### config.mk
export PLATFORM = sky130hd
export DESIGN_NAME = gray_decoder_flat
export DESIGN_NICKNAME = d
export VERILOG_FILES = /design/src/rtl/gray_pkg.sv /design/src/rtl/gray_decoder_if.sv /design/src/rtl/gray_decoder_gray2bin_comb.sv /design/src/rtl/gray_decoder.sv /design/src/flat_wrapper.sv
export SDC_FILE = /design/constraint.sdc
export NUM_CORES = 1
export LEC_CHECK = 0
export BUFFER_PORTS_ARGS = -buffer_cell sky130_fd_sc_hd__buf_2
export CAP_MARGIN = 20
export CORE_MARGIN = 4
export CORE_UTILIZATION = 58
export CTS_BUF_LIST = sky130_fd_sc_hd__clkbuf_4 sky130_fd_sc_hd__clkbuf_8
export DETAILED_ROUTE_END_ITERATION = 16
export PLACE_DENSITY = 0.82
export SLEW_MARGIN = 15
export SYNTH_ARGS = -nofsm -noshare
export SYNTH_HDL_FRONTEND = slang
export SYNTH_HIERARCHICAL = 1
export SYNTH_SLANG_ARGS = --single-unit
### constraint.sdc
create_clock -name clk -period 2.8 [get_ports clk]
set_input_delay 0.14 -clock clk [delete_from_list [all_inputs] [get_ports clk]]
set_output_delay 0.14 -clock clk [all_outputs]
set_load 0.005 [all_outputs]
### src/rtl/gray_pkg.sv
// ============================================================================
// Module      : gray_pkg
// Description : Shared Gray/binary helpers and lock FSM state encoding.
// Revision    : 1.0 - initial release
// ============================================================================
`default_nettype none

package gray_pkg;

  // Helpers work on a zero-extended word; leading zeros convert to zeros.
  localparam int unsigned GRAY_MAX_W = 32;

  typedef enum logic [1:0] {
    IDLE   = 2'd0,
    ACQ    = 2'd1,
    LOCKED = 2'd2
  } lock_state_e;

  function automatic logic [GRAY_MAX_W-1:0] gray2bin(input logic [GRAY_MAX_W-1:0] g);
    logic [GRAY_MAX_W-1:0] b;
    b[GRAY_MAX_W-1] = g[GRAY_MAX_W-1];
    for (int i = GRAY_MAX_W - 2; i >= 0; i--) begin
      b[i] = g[i] ^ b[i+1];
    end
    return b;
  endfunction

  function automatic logic [GRAY_MAX_W-1:0] bin2gray(input logic [GRAY_MAX_W-1:0] b);
    return b ^ (b >> 1);
  endfunction

endpackage

`default_nettype wire

### src/rtl/gray_decoder_if.sv
// ============================================================================
// Module      : gray_decoder_if
// Description : Sample input and classified output bundle of gray_decoder.
// Revision    : 1.0 - initial release
// ============================================================================
`default_nettype none

interface gray_decoder_if #(
  parameter int WIDTH     = 4,
  parameter int ERR_CNT_W = 8
);
  logic [WIDTH-1:0]     gray_in;
  logic                 gray_vld;
  logic [WIDTH-1:0]     bin_out;
  logic                 bin_vld;
  logic                 step;
  logic                 hold;
  logic                 err;
  logic                 locked;
  logic [ERR_CNT_W-1:0] err_cnt;

  modport master (
    output gray_in, gray_vld,
    input  bin_out, bin_vld, step, hold, err, locked, err_cnt
  );

  modport slave (
    input  gray_in, gray_vld,
    output bin_out, bin_vld, step, hold, err, locked, err_cnt
  );
endinterface

`default_nettype wire

### src/rtl/gray_decoder_gray2bin_comb.sv
// ============================================================================
// Module      : gray2bin_comb
// Description : Combinational Gray-to-binary converter, WIDTH-generic.
// Revision    : 1.0 - initial release
// ============================================================================
`default_nettype none

module gray2bin_comb #(
  parameter int WIDTH = 4
) (
  input  wire logic [WIDTH-1:0] gray_i,
  output      logic [WIDTH-1:0] bin_o
);

  // Each binary bit is the parity of its Gray bit and all bits above it.
  for (genvar i = 0; i < WIDTH; i++) begin : g_bit
    assign bin_o[i] = ^gray_i[WIDTH-1:i];
  end

endmodule

`default_nettype wire

### src/rtl/gray_decoder.sv
// ============================================================================
// Module      : gray_decoder
// Description : Two-stage Gray sample decoder with step/hold/err classify,
//               lock FSM and saturating error counter.
// Revision    : 1.0 - initial release
// ============================================================================
`default_nettype none

module gray_decoder
  import gray_pkg::*;
#(
  parameter int WIDTH      = 4,
  parameter int LOCK_STEPS = 4,
  parameter int ERR_CNT_W  = 8
) (
  input  wire logic        clk,
  input  wire logic        rst_n,
  gray_decoder_if.slave    bus
);

  localparam int               RUN_W        = 4;
  localparam logic [RUN_W-1:0] c_lock_steps = RUN_W'(LOCK_STEPS);

  logic [WIDTH-1:0]     gray_q;
  logic                 vld_q;
  logic [WIDTH-1:0]     bin_out_q;
  logic                 bin_vld_q;
  logic                 step_q, step_d;
  logic                 hold_q, hold_d;
  logic                 err_q,  err_d;
  logic [RUN_W-1:0]     run_cnt_q, run_cnt_d;
  logic [ERR_CNT_W-1:0] err_cnt_q, err_cnt_d;
  lock_state_e          state_q, state_d;

  logic [WIDTH-1:0]     w_bin;
  logic                 w_is_step;
  logic                 w_is_hold;

  always_ff @(posedge clk or negedge rst_n) begin
    if (!rst_n) begin
      gray_q <= '0;
      vld_q  <= 1'b0;
    end else begin
      vld_q <= bus.gray_vld;
      if (bus.gray_vld) begin
        gray_q <= bus.gray_in;
      end
    end
  end

  gray2bin_comb #(
    .WIDTH (WIDTH)
  ) u_g2b (
    .gray_i (gray_q),
    .bin_o  (w_bin)
  );

  // bin_out only changes on accepted samples, so it doubles as prev_bin.
  assign w_is_step = (w_bin == bin_out_q + 1'b1);
  assign w_is_hold = (w_bin == bin_out_q);

  always_comb begin
    state_d   = state_q;
    run_cnt_d = run_cnt_q;
    step_d    = 1'b0;
    hold_d    = 1'b0;
    err_d     = 1'b0;
    if (vld_q) begin
      unique case (state_q)
        IDLE: begin
          state_d   = ACQ;
          run_cnt_d = '0;
        end
        ACQ: begin
          if (w_is_step) begin
            step_d = 1'b1;
            if (run_cnt_q + 1'b1 == c_lock_steps) begin
              state_d   = LOCKED;
              run_cnt_d = '0;
            end else begin
              run_cnt_d = run_cnt_q + 1'b1;
            end
          end else if (w_is_hold) begin
            hold_d = 1'b1;
          end else begin
            err_d     = 1'b1;
            run_cnt_d = '0;
          end
        end
        LOCKED: begin
          if (w_is_step) begin
            step_d = 1'b1;
          end else if (w_is_hold) begin
            hold_d = 1'b1;
          end else begin
            err_d     = 1'b1;
            state_d   = ACQ;
            run_cnt_d = '0;
          end
        end
        default: begin
          state_d   = IDLE;
          run_cnt_d = '0;
        end
      endcase
    end
  end

  always_comb begin
    err_cnt_d = err_cnt_q;
    if (err_d && (err_cnt_q != '1)) begin
      err_cnt_d = err_cnt_q + 1'b1;
    end
  end

  always_ff @(posedge clk or negedge rst_n) begin
    if (!rst_n) begin
      state_q   <= IDLE;
      run_cnt_q <= '0;
      bin_out_q <= '0;
      bin_vld_q <= 1'b0;
      step_q    <= 1'b0;
      hold_q    <= 1'b0;
      err_q     <= 1'b0;
      err_cnt_q <= '0;
    end else begin
      state_q   <= state_d;
      run_cnt_q <= run_cnt_d;
      bin_vld_q <= vld_q;
      step_q    <= step_d;
      hold_q    <= hold_d;
      err_q     <= err_d;
      err_cnt_q <= err_cnt_d;
      if (vld_q) begin
        bin_out_q <= w_bin;
      end
    end
  end

  assign bus.bin_out = bin_out_q;
  assign bus.bin_vld = bin_vld_q;
  assign bus.step    = step_q;
  assign bus.hold    = hold_q;
  assign bus.err     = err_q;
  assign bus.locked  = (state_q == LOCKED);
  assign bus.err_cnt = err_cnt_q;

endmodule

`default_nettype wire

### src/flat_wrapper.sv
// flat-port wrapper written by rule: the top's interface ports become plain ports
module gray_decoder_flat import gray_pkg::*;
#(
  parameter int WIDTH      = 4,
  parameter int LOCK_STEPS = 4,
  parameter int ERR_CNT_W  = 8
)
  (clk, rst_n, bus_gray_in, bus_gray_vld, bus_bin_out, bus_bin_vld, bus_step, bus_hold, bus_err, bus_locked, bus_err_cnt);
  gray_decoder_if #(.WIDTH(WIDTH), .ERR_CNT_W(ERR_CNT_W)) bus_i ();
  input  wire logic clk;
  input  wire logic rst_n;
  input wire logic [$bits(bus_i.gray_in)-1:0] bus_gray_in;
  input wire logic [$bits(bus_i.gray_vld)-1:0] bus_gray_vld;
  output wire logic [$bits(bus_i.bin_out)-1:0] bus_bin_out;
  output wire logic [$bits(bus_i.bin_vld)-1:0] bus_bin_vld;
  output wire logic [$bits(bus_i.step)-1:0] bus_step;
  output wire logic [$bits(bus_i.hold)-1:0] bus_hold;
  output wire logic [$bits(bus_i.err)-1:0] bus_err;
  output wire logic [$bits(bus_i.locked)-1:0] bus_locked;
  output wire logic [$bits(bus_i.err_cnt)-1:0] bus_err_cnt;
  assign bus_i.gray_in = bus_gray_in;
  assign bus_i.gray_vld = bus_gray_vld;
  assign bus_bin_out = bus_i.bin_out;
  assign bus_bin_vld = bus_i.bin_vld;
  assign bus_step = bus_i.step;
  assign bus_hold = bus_i.hold;
  assign bus_err = bus_i.err;
  assign bus_locked = bus_i.locked;
  assign bus_err_cnt = bus_i.err_cnt;
  gray_decoder #(.WIDTH(WIDTH), .LOCK_STEPS(LOCK_STEPS), .ERR_CNT_W(ERR_CNT_W)) u_core (.clk(clk), .rst_n(rst_n), .bus(bus_i));
endmodule
==> flow_results.xml, run 1 <==
<?xml version="1.0" encoding="UTF-8"?>
<metrics>
  <group name="pwr">
    <metric name="vdd_ir_drop_max" unit="V">0.000501</metric>
    <metric name="internal-power" unit="W">0.000798</metric>
    <metric name="power.density" unit="nW/um^2">786</metric>
    <metric name="clock_power_share" unit="%">12.6</metric>
    <metric name="seq_power_share" unit="%">41.9</metric>
    <metric name="power.static_leakage" unit="nW">0.790</metric>
    <metric name="sw_frac_of_total" unit="%">40.4</metric>
    <metric name="power.combinational.fraction" unit="%">45.5</metric>
    <metric name="power_switching" unit="W">0.000541</metric>
  </group>
  <group name="critical_path">
    <metric name="critical_path.max_fanout" unit="">8</metric>
    <metric name="r2r-end" unit="">u_core/run_cnt_q[3]</metric>
    <metric name="setup.worst_path.start" unit="">u_core/gray_q[3]</metric>
    <metric name="kind_of_end_point_of_the_critical_path" unit="">flop</metric>
    <metric name="crit_type" unit="">reg2reg</metric>
    <metric name="arrival" unit="ps">2750</metric>
    <metric name="worst_setup_path_start_kind" unit="">flop</metric>
    <metric name="crit-reg2reg-launch" unit="">u_core/gray_q[3]</metric>
    <metric name="worst_ep_required_time" unit="ps">3050</metric>
    <metric name="reg2regPathDepth" unit="">6</metric>
    <metric name="r2r_slack" unit="ps">300</metric>
  </group>
  <group name="synth">
    <metric name="share_of_the_yosys_chip_area_belonging_to_registers" unit="%">44.6</metric>
    <metric name="ys_seq_elements" unit="">27</metric>
    <metric name="asyncSetResetFlopFracSynth" unit="%">100</metric>
    <metric name="synth_top_cell_by_area" unit="">sky130_fd_sc_hd__dfrtp_1</metric>
    <metric name="unique_cell_type_count_in_the_yosys_netlist" unit="">44</metric>
    <metric name="synthesis.area" unit="um^2">1520</metric>
    <metric name="yosys_warnings" unit="">6</metric>
    <metric name="syn-num-nets" unit="">148</metric>
    <metric name="synth-edff-count" unit="">0</metric>
    <metric name="syn_avg_cell_area" unit="um^2">11.3</metric>
    <metric name="synth.cells.most_frequent" unit="">sky130_fd_sc_hd__dfrtp_1, sky130_fd_sc_hd__xnor2_1, sky130_fd_sc_hd__nand2_1, sky130_fd_sc_hd__nand3_1, sky130_fd_sc_hd__mux2_2</metric>
    <metric name="share_of_yosys_cell_area_claimed_by_the_top_area_cell_type" unit="%">44.6</metric>
    <metric name="netlist_instances" unit="">134</metric>
    <metric name="most_frequently_used_cell_type_in_the_post_synthesis_netlist" unit="">sky130_fd_sc_hd__dfrtp_1</metric>
    <metric name="yosys_most_used_dff" unit="">sky130_fd_sc_hd__dfrtp_1</metric>
    <metric name="netlist_top_cells_area" unit="">sky130_fd_sc_hd__dfrtp_1, sky130_fd_sc_hd__mux2_2, sky130_fd_sc_hd__xnor2_1, sky130_fd_sc_hd__ha_1, sky130_fd_sc_hd__nand3_1</metric>
  </group>
  <group name="timing">
    <metric name="timing.clock.skew" unit="ps">3.53</metric>
    <metric name="hold_viol_final" unit="">0</metric>
    <metric name="finalCritPeriodShare" unit="%">89.2</metric>
    <metric name="worst_slew_pin_slew" unit="ps">592</metric>
    <metric name="max_slew_margin" unit="%">60.5</metric>
    <metric name="setup_viol_count_final" unit="">0</metric>
    <metric name="layout_min_cycle_time" unit="ps">2500</metric>
    <metric name="finalSetupTns" unit="ps">0</metric>
    <metric name="finalMaxSlewViolations" unit="">0</metric>
    <metric name="achievable-frequency" unit="MHz">401</metric>
    <metric name="grt_setup_unrepaired" unit="">no</metric>
  </group>
  <group name="hold_path">
    <metric name="timing.hold.worst_path_depth" unit="">2</metric>
    <metric name="worst_hold_path_type" unit="">in2reg</metric>
    <metric name="worst_hold_path.endpoint" unit="">u_core/gray_q[1]</metric>
    <metric name="hold_start" unit="">bus_gray_in[1]</metric>
  </group>
  <group name="clock_network">
    <metric name="root_buffer" unit="">sky130_fd_sc_hd__clkbuf_4</metric>
    <metric name="clock_latency" unit="ps">320</metric>
    <metric name="cts_buffer_depth" unit="">2</metric>
    <metric name="cts.reportedPaths.clkPinSlew" unit="ps">150</metric>
    <metric name="cts.sinks" unit="">27</metric>
    <metric name="h_tree_lvls" unit="">1</metric>
    <metric name="cts_tree" unit="">yes</metric>
    <metric name="postCtsResizedCells" unit="">0</metric>
    <metric name="post-cts-setup-buffer-count" unit="">0</metric>
    <metric name="cts_inserted_buffers" unit="">3</metric>
  </group>
  <group name="floorplan">
    <metric name="fp.coreArea" unit="um^2">2480</metric>
    <metric name="dieArea" unit="um^2">3490</metric>
    <metric name="io-pin-count" unit="">24</metric>
    <metric name="core.rowCount" unit="">18</metric>
    <metric name="initial_core_util" unit="%">61.2</metric>
    <metric name="floorplan.die.height" unit="um">59.1</metric>
    <metric name="die_x" unit="um">59.1</metric>
  </group>
  <group name="placement">
    <metric name="detailed_placement_wirelength_estimate" unit="um">2210</metric>
    <metric name="dp_cells" unit="">184</metric>
    <metric name="port-buffer-count" unit="">23</metric>
    <metric name="gp_congestion" unit="">0.900</metric>
  </group>
  <group name="global_routing">
    <metric name="wire_length_of_the_first_global_routing_pass" unit="um">4910</metric>
    <metric name="antenna_found_initial" unit="">0</metric>
    <metric name="groute.usage.overall" unit="%">18.5</metric>
    <metric name="grt_start_max_net_pins" unit="">28</metric>
    <metric name="grt_overflow_total" unit="">0</metric>
    <metric name="grt_pass1_vias" unit="">1070</metric>
  </group>
  <group name="drt">
    <metric name="route.antenna.remaining_nets" unit="">0</metric>
    <metric name="drt_wl_total" unit="um">2900</metric>
    <metric name="drt-initial-drc-count" unit="">42</metric>
    <metric name="remaining_drc_errors" unit="">0</metric>
    <metric name="vias_per_cell" unit="">5.62</metric>
    <metric name="via_count" unit="">1067</metric>
    <metric name="firstDrtPassIters" unit="">4</metric>
    <metric name="routedWlPerCell" unit="um">15.3</metric>
  </group>
  <group name="finish">
    <metric name="stdcell_count" unit="">190</metric>
    <metric name="fin_nets" unit="">175</metric>
    <metric name="syn_to_final_growth" unit="%">12.4</metric>
    <metric name="insertedDiodeCount" unit="">0</metric>
    <metric name="drive_gt1_share" unit="%">29.4</metric>
    <metric name="fillCellCount" unit="">191</metric>
  </group>
  <group name="run_status">
    <metric name="status" unit="">completed</metric>
  </group>
  <group name="flow_run">
    <metric name="cap_viol_max_count" unit="">0</metric>
  </group>
</metrics>
## power by group through the flow
stage	Clock [W]	Combinational, W	Sequential (W)
6_report	0.000169	0.000609	0.000561
4_1_cts	0.000175	0.000608	0.000561
5_1_grt	0.000189	0.000664	0.000574
3_5_place_dp	0	0.000601	0.000568
3_3_place_gp	0	0.000577	0.000560
2_1_floorplan	0	0.000435	0.000561
## how the worst max path moves through the flow
stage,end,slack (ps)
2_1_floorplan,u_core/bus.err_cnt[1],580
3_3_place_gp,u_core/run_cnt_q[3],470
3_5_place_dp,u_core/run_cnt_q[3],350
4_1_cts,u_core/run_cnt_q[1],310
5_1_grt,u_core/run_cnt_q[3],140
6_report,u_core/run_cnt_q[3],300
## worst max-delay path, stage by stage, from the launching register on
cell and delay (ps):
sky130_fd_sc_hd__dfrtp_1 460, sky130_fd_sc_hd__xor2_2 320, sky130_fd_sc_hd__xor3_1 530, sky130_fd_sc_hd__nor3_4 460
sky130_fd_sc_hd__nand3b_4 150, sky130_fd_sc_hd__o311a_1 370, sky130_fd_sc_hd__o221ai_2 130
## cell type report
cell class / count / area, um^2 / share of cell area [%]
timing repair buffer: 26 / 143 / 8.38
clock buffer: 3 / 22.5 / 1.32
multi-input combinational: 96 / 793 / 46.6
sequential: 27 / 676 / 39.7
inverter: 7 / 26.3 / 1.54
clock inverter: 1 / 5.00 / 0.294
tap: 30 / 37.5 / 2.20
## placed cells by master (no fill, tap or decap), drive strengths merged, types with 2 or more instances in the layout
| cell type | netlist | final |
|---|---|---|
| o21ai | 2 | 2 |
| dfrtp | 27 | 27 |
| inv | 7 | 7 |
| a21oi | 2 | 2 |
| nor3b | 2 | 2 |
| nand3 | 10 | 10 |
| a41o | 2 | 2 |
| nor2 | 5 | 5 |
| nand4 | 3 | 3 |
| nand2 | 10 | 10 |
| ha | 7 | 7 |
| a21o | 2 | 2 |
| dlygate4sd3 | 0 | 2 |
| mux2 | 9 | 9 |
| and3 | 2 | 2 |
| buf | 2 | 24 |
| xor2 | 4 | 4 |
| xnor2 | 12 | 12 |
| clkbuf | 2 | 3 |
| nor3 | 4 | 4 |
| a31o | 2 | 2 |
## per-stage QoR
step | area (um^2) | hold slack, ps | utilization (%) | worst slack, ps | total power, W
after floorplan | 1520 | -156 | - | 575 | 0.000996
after global placement | 1660 | 165 | 66.8 | 465 | 0.00114
after detailed placement | 1660 | 179 | 66.8 | 346 | 0.00117
after CTS | 1700 | 32.8 | 68.7 | 312 | 0.00134
after global routing | 1700 | 27.5 | 68.7 | 143 | 0.00143
final | 1700 | 38.1 | 68.7 | 303 | 0.00134
## cells by family (layout without fill, tap and decap cells)
group                    after synthesis  after routing  synth area share (%)
multiplexers                           9              9                  6.69
XOR/XNOR                              17             17                  11.8
AND/OR/NAND/NOR                       42             42                  15.9
buffers and inverters                 11             37                  3.06
adder cells (fa/ha/maj)                7              7                  5.78
AO/OA/AOI/OAI                         21             21                  12.2
flip-flops                            27             27                  44.6
## sequential cells by signal, summed over array words and instances, names as in the netlist
name and cells:
u_core/bus.bin_out 4, u_core/state_q 2, u_core/gray_q 4, u_core/bus.step 1, u_core/bus.hold 1, u_core/vld_q 1, u_core/bus.err 1, u_core/bus.bin_vld 1
u_core/bus.err_cnt 8, u_core/run_cnt_q 4
## layer usage
layer,track usage (%),share of wire (%),vias up
met3,1.96,3.9,2
met1,25.2,45,514
met2,30.9,50,24
met4,5.83,0.93,0
li1,-,-,527
met5,0,0,-
## timing repair
item | in CTS | in global routing
endpoints found under the setup margin | 0 | 0
hold endpoints to repair | 28 | 0
hold buffers | 2 | 0
No activity file was read; power rests on OpenSTA's default activity.
==> run 2: changes to the inputs <==
- RECOVER_POWER: not set -> 100
- REMOVE_ABC_BUFFERS: not set -> 1
- clock period: 2.8 -> 2.4 ns (I/O delays scaled with it)
==> run 2 against run 1 <==
  * Clock skew is 1.4 ps higher
  * Clock power is 25% higher
  * First-iteration DRC count is 55% higher
  * Die area stayed put
  * Routed wire length is 5.8% higher
  * Clock-buffer cell count stayed put
  * Via count is 9.8% higher
  * Maximum frequency is 6.6% higher
  * Critical path depth is 1 higher
  * Total power is 26% higher
  * Global-route usage is 1.2 points higher
  * Sequential share of layout area is 2.4 points lower
==> flow_results.xml, run 2 (same netlist as run 1, synthesis figures left out) <==
<?xml version="1.0" encoding="UTF-8"?>
<metrics>
  <group name="finish">
    <metric name="layout.cells.most_common" unit="">sky130_fd_sc_hd__dfrtp_1</metric>
    <metric name="fillCellCount" unit="">182</metric>
    <metric name="fin_nets" unit="">184</metric>
    <metric name="drive_gt1_share" unit="%">26.6</metric>
    <metric name="syn_to_final_growth" unit="%">19.7</metric>
    <metric name="mostFrequentLayoutCells" unit="">sky130_fd_sc_hd__dfrtp_1, sky130_fd_sc_hd__clkbuf_1, sky130_fd_sc_hd__buf_2</metric>
    <metric name="final_core_utilization" unit="%">73.2</metric>
    <metric name="register_area" unit="um^2">677</metric>
    <metric name="largest_register_ff_count" unit="">8</metric>
    <metric name="multi_input_combinational_cell_area" unit="um^2">846</metric>
    <metric name="insertedDiodeCount" unit="">0</metric>
  </group>
  <group name="placement">
    <metric name="detailed_placement_wirelength_estimate" unit="um">2220</metric>
    <metric name="gp_congestion" unit="">0.875</metric>
    <metric name="port-buffer-count" unit="">23</metric>
  </group>
  <group name="pwr">
    <metric name="report.power.total" unit="W">0.00169</metric>
    <metric name="power.density" unit="nW/um^2">932</metric>
    <metric name="power.static_leakage" unit="nW">0.809</metric>
    <metric name="vdd_ir_drop_max" unit="V">0.000770</metric>
  </group>
  <group name="floorplan">
    <metric name="die_x" unit="um">59.1</metric>
    <metric name="floorplan.die.height" unit="um">59.1</metric>
    <metric name="dieArea" unit="um^2">3490</metric>
    <metric name="initial_core_util" unit="%">61.2</metric>
    <metric name="io-pin-count" unit="">24</metric>
    <metric name="core.rowCount" unit="">18</metric>
    <metric name="fp.coreArea" unit="um^2">2480</metric>
  </group>
  <group name="timing">
    <metric name="achievable-frequency" unit="MHz">427</metric>
    <metric name="finalCritPeriodShare" unit="%">97.6</metric>
    <metric name="max_slew_margin" unit="%">6.72</metric>
    <metric name="worst_slew_pin_slew" unit="ps">1400</metric>
    <metric name="hold_viol_final" unit="">0</metric>
    <metric name="finalSetupTns" unit="ps">0</metric>
    <metric name="layout_min_cycle_time" unit="ps">2340</metric>
    <metric name="timing.clock.skew" unit="ps">4.90</metric>
    <metric name="setup_viol_count_final" unit="">0</metric>
    <metric name="finalMaxSlewViolations" unit="">0</metric>
    <metric name="fin_worst_hold_slack" unit="ps">24.9</metric>
  </group>
  <group name="clock_network">
    <metric name="cts.reportedPaths.clkPinSlew" unit="ps">160</metric>
    <metric name="cts_buffer_depth" unit="">2</metric>
    <metric name="h_tree_lvls" unit="">1</metric>
    <metric name="cts.sinks" unit="">27</metric>
    <metric name="cts_inserted_buffers" unit="">3</metric>
    <metric name="cts_tree" unit="">yes</metric>
    <metric name="clock_latency" unit="ps">320</metric>
    <metric name="root_buffer" unit="">sky130_fd_sc_hd__clkbuf_4</metric>
  </group>
  <group name="critical_path">
    <metric name="arrival" unit="ps">2580</metric>
    <metric name="critical_path.most_common_cell" unit="">sky130_fd_sc_hd__xor2_4</metric>
    <metric name="cell_by_cell_listing_of_the_critical_path" unit="">xor2_4, xor2_4, xor2_2, nor3_4, buf_4, a211oi_4, mux2_2</metric>
    <metric name="cp_slowest_cell" unit="">sky130_fd_sc_hd__dfrtp_2</metric>
    <metric name="worst_ep_required_time" unit="ps">2630</metric>
    <metric name="crit_type" unit="">reg2reg</metric>
    <metric name="cp_num_buf_inv" unit="">1</metric>
    <metric name="critPathMaxStageDelay" unit="ps">480</metric>
    <metric name="worst_setup_path_start_kind" unit="">flop</metric>
    <metric name="critical_path.max_fanout" unit="">7</metric>
    <metric name="kind_of_end_point_of_the_critical_path" unit="">flop</metric>
    <metric name="critPathTopFamily" unit="">XOR/XNOR gates</metric>
  </group>
  <group name="hold_path">
    <metric name="worst_hold_path_type" unit="">in2reg</metric>
  </group>
  <group name="drt">
    <metric name="drt-initial-drc-count" unit="">65</metric>
    <metric name="remaining_drc_errors" unit="">0</metric>
    <metric name="via_count" unit="">1172</metric>
    <metric name="drt_wl_total" unit="um">3070</metric>
    <metric name="routedWlPerCell" unit="um">15.4</metric>
    <metric name="route.antenna.remaining_nets" unit="">0</metric>
    <metric name="firstDrtPassIters" unit="">4</metric>
    <metric name="vias_per_cell" unit="">5.89</metric>
  </group>
  <group name="run_status">
    <metric name="status" unit="">completed</metric>
  </group>
  <group name="global_routing">
    <metric name="groute.usage.overall" unit="%">19.6</metric>
    <metric name="grt_start_max_net_pins" unit="">28</metric>
    <metric name="grt_overflow_total" unit="">0</metric>
    <metric name="antenna_found_initial" unit="">0</metric>
    <metric name="wire_length_of_the_first_global_routing_pass" unit="um">5310</metric>
    <metric name="grt_pass1_vias" unit="">1156</metric>
  </group>
  <group name="flow_run">
    <metric name="cap_viol_max_count" unit="">0</metric>
  </group>
</metrics>
-- run 2: cell count changes in the layout (fill, tap and decap cells not counted), moves of 2 or more --
cell / change
sky130_fd_sc_hd__xnor2_1: -2
sky130_fd_sc_hd__xnor2_2: +2
sky130_fd_sc_hd__xor2_4: +2
sky130_fd_sc_hd__buf_4: +4
sky130_fd_sc_hd__buf_2: -11
sky130_fd_sc_hd__xor2_1: -2
sky130_fd_sc_hd__dlygate4sd3_1: +3
sky130_fd_sc_hd__clkbuf_1: +13
-- run 2: repair_timing --
item / in CTS / in global routing
pin swaps: 1 / 6
endpoints found under the setup margin: 4 / 9
hold buffers: 2 / 3
gates resized for setup: 0 / 7
setup buffers: 0 / 4
endpoints found under the hold margin: 28 / 3
-- run 2: final timing paths --
kind	start	end	slack (ps)	cells after the start
max	u_core/gray_q[2]	u_core/bus.err_cnt[1]	60	7
min	bus_gray_in[0]	u_core/gray_q[0]	20	2
min reg2reg	u_core/bus.err_cnt[5]	u_core/bus.err_cnt[5]	520	1
max reg2reg	u_core/gray_q[2]	u_core/bus.err_cnt[1]	60	7
min in group asynchronous	rst_n	u_core/bus.err_cnt[3]	620	2
max in group asynchronous	rst_n	u_core/gray_q[2]	870	2
-- run 2: area by class of cell --
type	count	share of cell area (%)
clock buffers	3	1.24
clock inverters	1	0.483
inverters	7	1.45
multi-input cells	96	46.6
flip-flops and latches	27	37.3
well taps	30	2.07
repair buffers	35	10.8
-- run 2: report_power, final --
part	switching, W	internal (W)
registers	0.000113	0.000550
logic	0.000430	0.000386
clock network	0.000144	0.0000678
-- run 2: stage by stage --
stage	worst slack, ps	cell area [um^2]	instances
6_report	57.6	1810	199
5_1_grt	-17.7	1810	199
4_1_cts	1.00	1720	192
3_5_place_dp	-0.627	1670	186
3_3_place_gp	112	1670	186
2_1_floorplan	164	1500	130
-- run 2: layer usage --
layer	track usage, %	share of wire (%)	vias up
met5	0	0	-
met4	5.18	1.0	0
met3	2.18	6.4	4
met2	34.2	52	53
met1	26.0	41	572
li1	-	-	543
==> run 3: changes to the inputs <==
- BUFFER_PORTS_ARGS: -buffer_cell sky130_fd_sc_hd__buf_2 -> not set
- CORE_UTILIZATION: 58 -> 30
- DONT_BUFFER_PORTS: not set -> 1
- GPL_ROUTABILITY_DRIVEN: not set -> 0
- PLACE_DENSITY: 0.82 -> 0.45
==> run 3 against run 2 <==
  * Setup slack worse by 1.4 ps
  * Clock skew down 1.5 ps
  * Sequential cell count unchanged
  * Critical path depth down 1
  * Worst hold slack better by 500 ps
  * Clock-buffer cell count up 1
  * Die area up 79%
  * Critical endpoint unchanged
  * Highest routed layer unchanged
==> flow_results.xml, run 3 (same netlist as run 1, synthesis figures left out) <==
<?xml version="1.0" encoding="UTF-8"?>
<metrics>
  <group name="finish">
    <metric name="syn_to_final_growth" unit="%">16.5</metric>
    <metric name="fillCellCount" unit="">503</metric>
    <metric name="drive_gt1_share" unit="%">21.1</metric>
    <metric name="design_area" unit="um^2">1770</metric>
    <metric name="mostFrequentLayoutCells" unit="">sky130_fd_sc_hd__dfrtp_1, sky130_fd_sc_hd__xnor2_1, sky130_fd_sc_hd__nand3_1</metric>
    <metric name="stdcell_count" unit="">214</metric>
    <metric name="fin_nets" unit="">162</metric>
    <metric name="insertedDiodeCount" unit="">0</metric>
    <metric name="largest_register_ff_count" unit="">8</metric>
    <metric name="layout.cells.most_common" unit="">sky130_fd_sc_hd__dfrtp_1</metric>
  </group>
  <group name="placement">
    <metric name="dp_cells" unit="">201</metric>
    <metric name="detailed_placement_wirelength_estimate" unit="um">2260</metric>
    <metric name="port-buffer-count" unit="">0</metric>
    <metric name="placed_cell_area" unit="um^2">1610</metric>
  </group>
  <group name="drt">
    <metric name="vias_per_cell" unit="">4.83</metric>
    <metric name="firstDrtPassIters" unit="">4</metric>
    <metric name="drt_wl_total" unit="um">3200</metric>
    <metric name="drt-initial-drc-count" unit="">79</metric>
    <metric name="remaining_drc_errors" unit="">0</metric>
    <metric name="via_count" unit="">1033</metric>
    <metric name="routedWlPerCell" unit="um">15.0</metric>
    <metric name="route.antenna.remaining_nets" unit="">0</metric>
  </group>
  <group name="floorplan">
    <metric name="dieArea" unit="um^2">6250</metric>
    <metric name="initial_core_util" unit="%">31.5</metric>
    <metric name="fp.coreArea" unit="um^2">4820</metric>
    <metric name="io-pin-count" unit="">24</metric>
    <metric name="floorplan.die.height" unit="um">79.1</metric>
    <metric name="core.rowCount" unit="">25</metric>
    <metric name="die_x" unit="um">79.1</metric>
  </group>
  <group name="critical_path">
    <metric name="worst_ep_required_time" unit="ps">2560</metric>
    <metric name="critical_path.max_fanout" unit="">7</metric>
    <metric name="setup.worst_path.start" unit="">u_core/gray_q[2]</metric>
    <metric name="crit-reg2reg-launch" unit="">u_core/gray_q[2]</metric>
    <metric name="crit_type" unit="">reg2reg</metric>
    <metric name="worst_setup_path_start_kind" unit="">flop</metric>
    <metric name="arrival" unit="ps">2500</metric>
    <metric name="kind_of_end_point_of_the_critical_path" unit="">flop</metric>
  </group>
  <group name="timing">
    <metric name="timing.clock.skew" unit="ps">3.39</metric>
    <metric name="fin_worst_hold_slack" unit="ps">528</metric>
    <metric name="hold_viol_final" unit="">0</metric>
    <metric name="setup_viol_count_final" unit="">0</metric>
    <metric name="worst_slew_pin_slew" unit="ps">1480</metric>
    <metric name="layout_min_cycle_time" unit="ps">2340</metric>
    <metric name="achievable-frequency" unit="MHz">427</metric>
    <metric name="finalMaxSlewViolations" unit="">0</metric>
    <metric name="grt_setup_unrepaired" unit="">yes</metric>
    <metric name="max_slew_margin" unit="%">1.61</metric>
    <metric name="finalCritPeriodShare" unit="%">97.7</metric>
  </group>
  <group name="hold_path">
    <metric name="worst_hold_path_type" unit="">in2reg</metric>
    <metric name="hold_start" unit="">bus_gray_in[0]</metric>
  </group>
  <group name="global_routing">
    <metric name="grt_pass1_vias" unit="">1015</metric>
    <metric name="groute.usage.overall" unit="%">10.7</metric>
    <metric name="grt_overflow_total" unit="">0</metric>
    <metric name="antenna_found_initial" unit="">0</metric>
    <metric name="grt_start_max_net_pins" unit="">28</metric>
    <metric name="wire_length_of_the_first_global_routing_pass" unit="um">5230</metric>
  </group>
  <group name="run_status">
    <metric name="status" unit="">completed</metric>
  </group>
  <group name="clock_network">
    <metric name="clock_latency" unit="ps">270</metric>
    <metric name="cts_inserted_buffers" unit="">3</metric>
    <metric name="cts.sinks" unit="">27</metric>
    <metric name="h_tree_lvls" unit="">1</metric>
    <metric name="root_buffer" unit="">sky130_fd_sc_hd__clkbuf_8</metric>
    <metric name="cts.reportedPaths.clkPinSlew" unit="ps">90</metric>
    <metric name="cts_buffer_depth" unit="">2</metric>
    <metric name="cts_tree" unit="">yes</metric>
  </group>
  <group name="pwr">
    <metric name="power.density" unit="nW/um^2">936</metric>
    <metric name="power.static_leakage" unit="nW">0.743</metric>
    <metric name="vdd_ir_drop_max" unit="V">0.000336</metric>
  </group>
  <group name="flow_run">
    <metric name="cap_viol_max_count" unit="">0</metric>
  </group>
</metrics>
[run 3: cell count changes in the layout (fill, tap and decap cells not counted), moves of 2 or more]
cell,previous run,this run
sky130_fd_sc_hd__buf_2,12,0
sky130_fd_sc_hd__clkbuf_1,13,3
sky130_fd_sc_hd__clkbuf_8,0,3
sky130_fd_sc_hd__clkbuf_4,3,1
[run 3: path summary, 6_finish.rpt]
| kind | slack [ps] | endpoint | cells past startpoint |
|---|---|---|---|
| worst min-delay path | 530 | u_core/gray_q[0] | 2 |
| max in group asynchronous | 800 | u_core/gray_q[0] | 2 |
| worst min register to register | 530 | u_core/bus.err_cnt[5] | 1 |
| min in group asynchronous | 740 | u_core/bus.hold | 2 |
| worst max-delay path | 60 | u_core/bus.err_cnt[1] | 6 |
| worst max register to register | 60 | u_core/bus.err_cnt[1] | 6 |
[run 3: where the power goes]
| part | leakage [nW] | internal [W] | switching [W] | total (W) |
|---|---|---|---|---|
| clock | 0.0262 | 0.000130 | 0.000136 | 0.000266 |
| sequential | 0.342 | 0.000551 | 0.000131 | 0.000681 |
| combinational | 0.375 | 0.000321 | 0.000384 | 0.000705 |
| total | 0.743 | 0.00100 | 0.000651 | 0.00165 |
[run 3: routing by layer]
metal	track usage, %	routed length [um]
met1	14.0	1440
met5	0	0
met2	16.8	1550
met3	3.85	197
met4	2.58	25
[run 3: per-stage QoR]
stage / setup WS [ps] / util, % / TNS (ps) / total power, W
final: 56.2 / 36.6 / 0 / 0.00165
after global routing: -48.0 / 36.6 / -140 / 0.00178
after CTS: 44.4 / 36.5 / 0 / 0.00162
after detailed placement: -22.0 / 33.4 / -22.0 / 0.00131
after global placement: 2.30 / 33.4 / 0 / 0.00129
after floorplan: 164 / - / 0 / 0.00116
[run 3: layout make-up]
| class | count | area, um^2 | share of cell area, % |
|---|---|---|---|
| Timing Repair Buffer | 13 | 101 | 5.74 |
| Inverter | 7 | 26.3 | 1.49 |
| Sequential cell | 27 | 676 | 38.3 |
| Tap cell | 67 | 83.8 | 4.75 |
| Multi-Input combinational cell | 96 | 830 | 47.0 |
| Clock buffer | 4 | 48.8 | 2.76 |
[run 3: timing repair]
item                                    4_1_cts  5_1_grt
hold endpoints to repair                     32        0
buffers inserted                              0        2
pin swaps                                     1        3
hold buffers                                  7        0
endpoints found under the setup margin        3        4
resized for setup                             2        3
[run 3: critical path: stages, from the launching register on]
cell                       delay, ps
sky130_fd_sc_hd__dfrtp_1         450
sky130_fd_sc_hd__xor2_4          230
sky130_fd_sc_hd__xnor2_1         340
sky130_fd_sc_hd__xnor2_2         160
sky130_fd_sc_hd__and4_1          290
sky130_fd_sc_hd__a211oi_4        380
sky130_fd_sc_hd__mux2_2          370
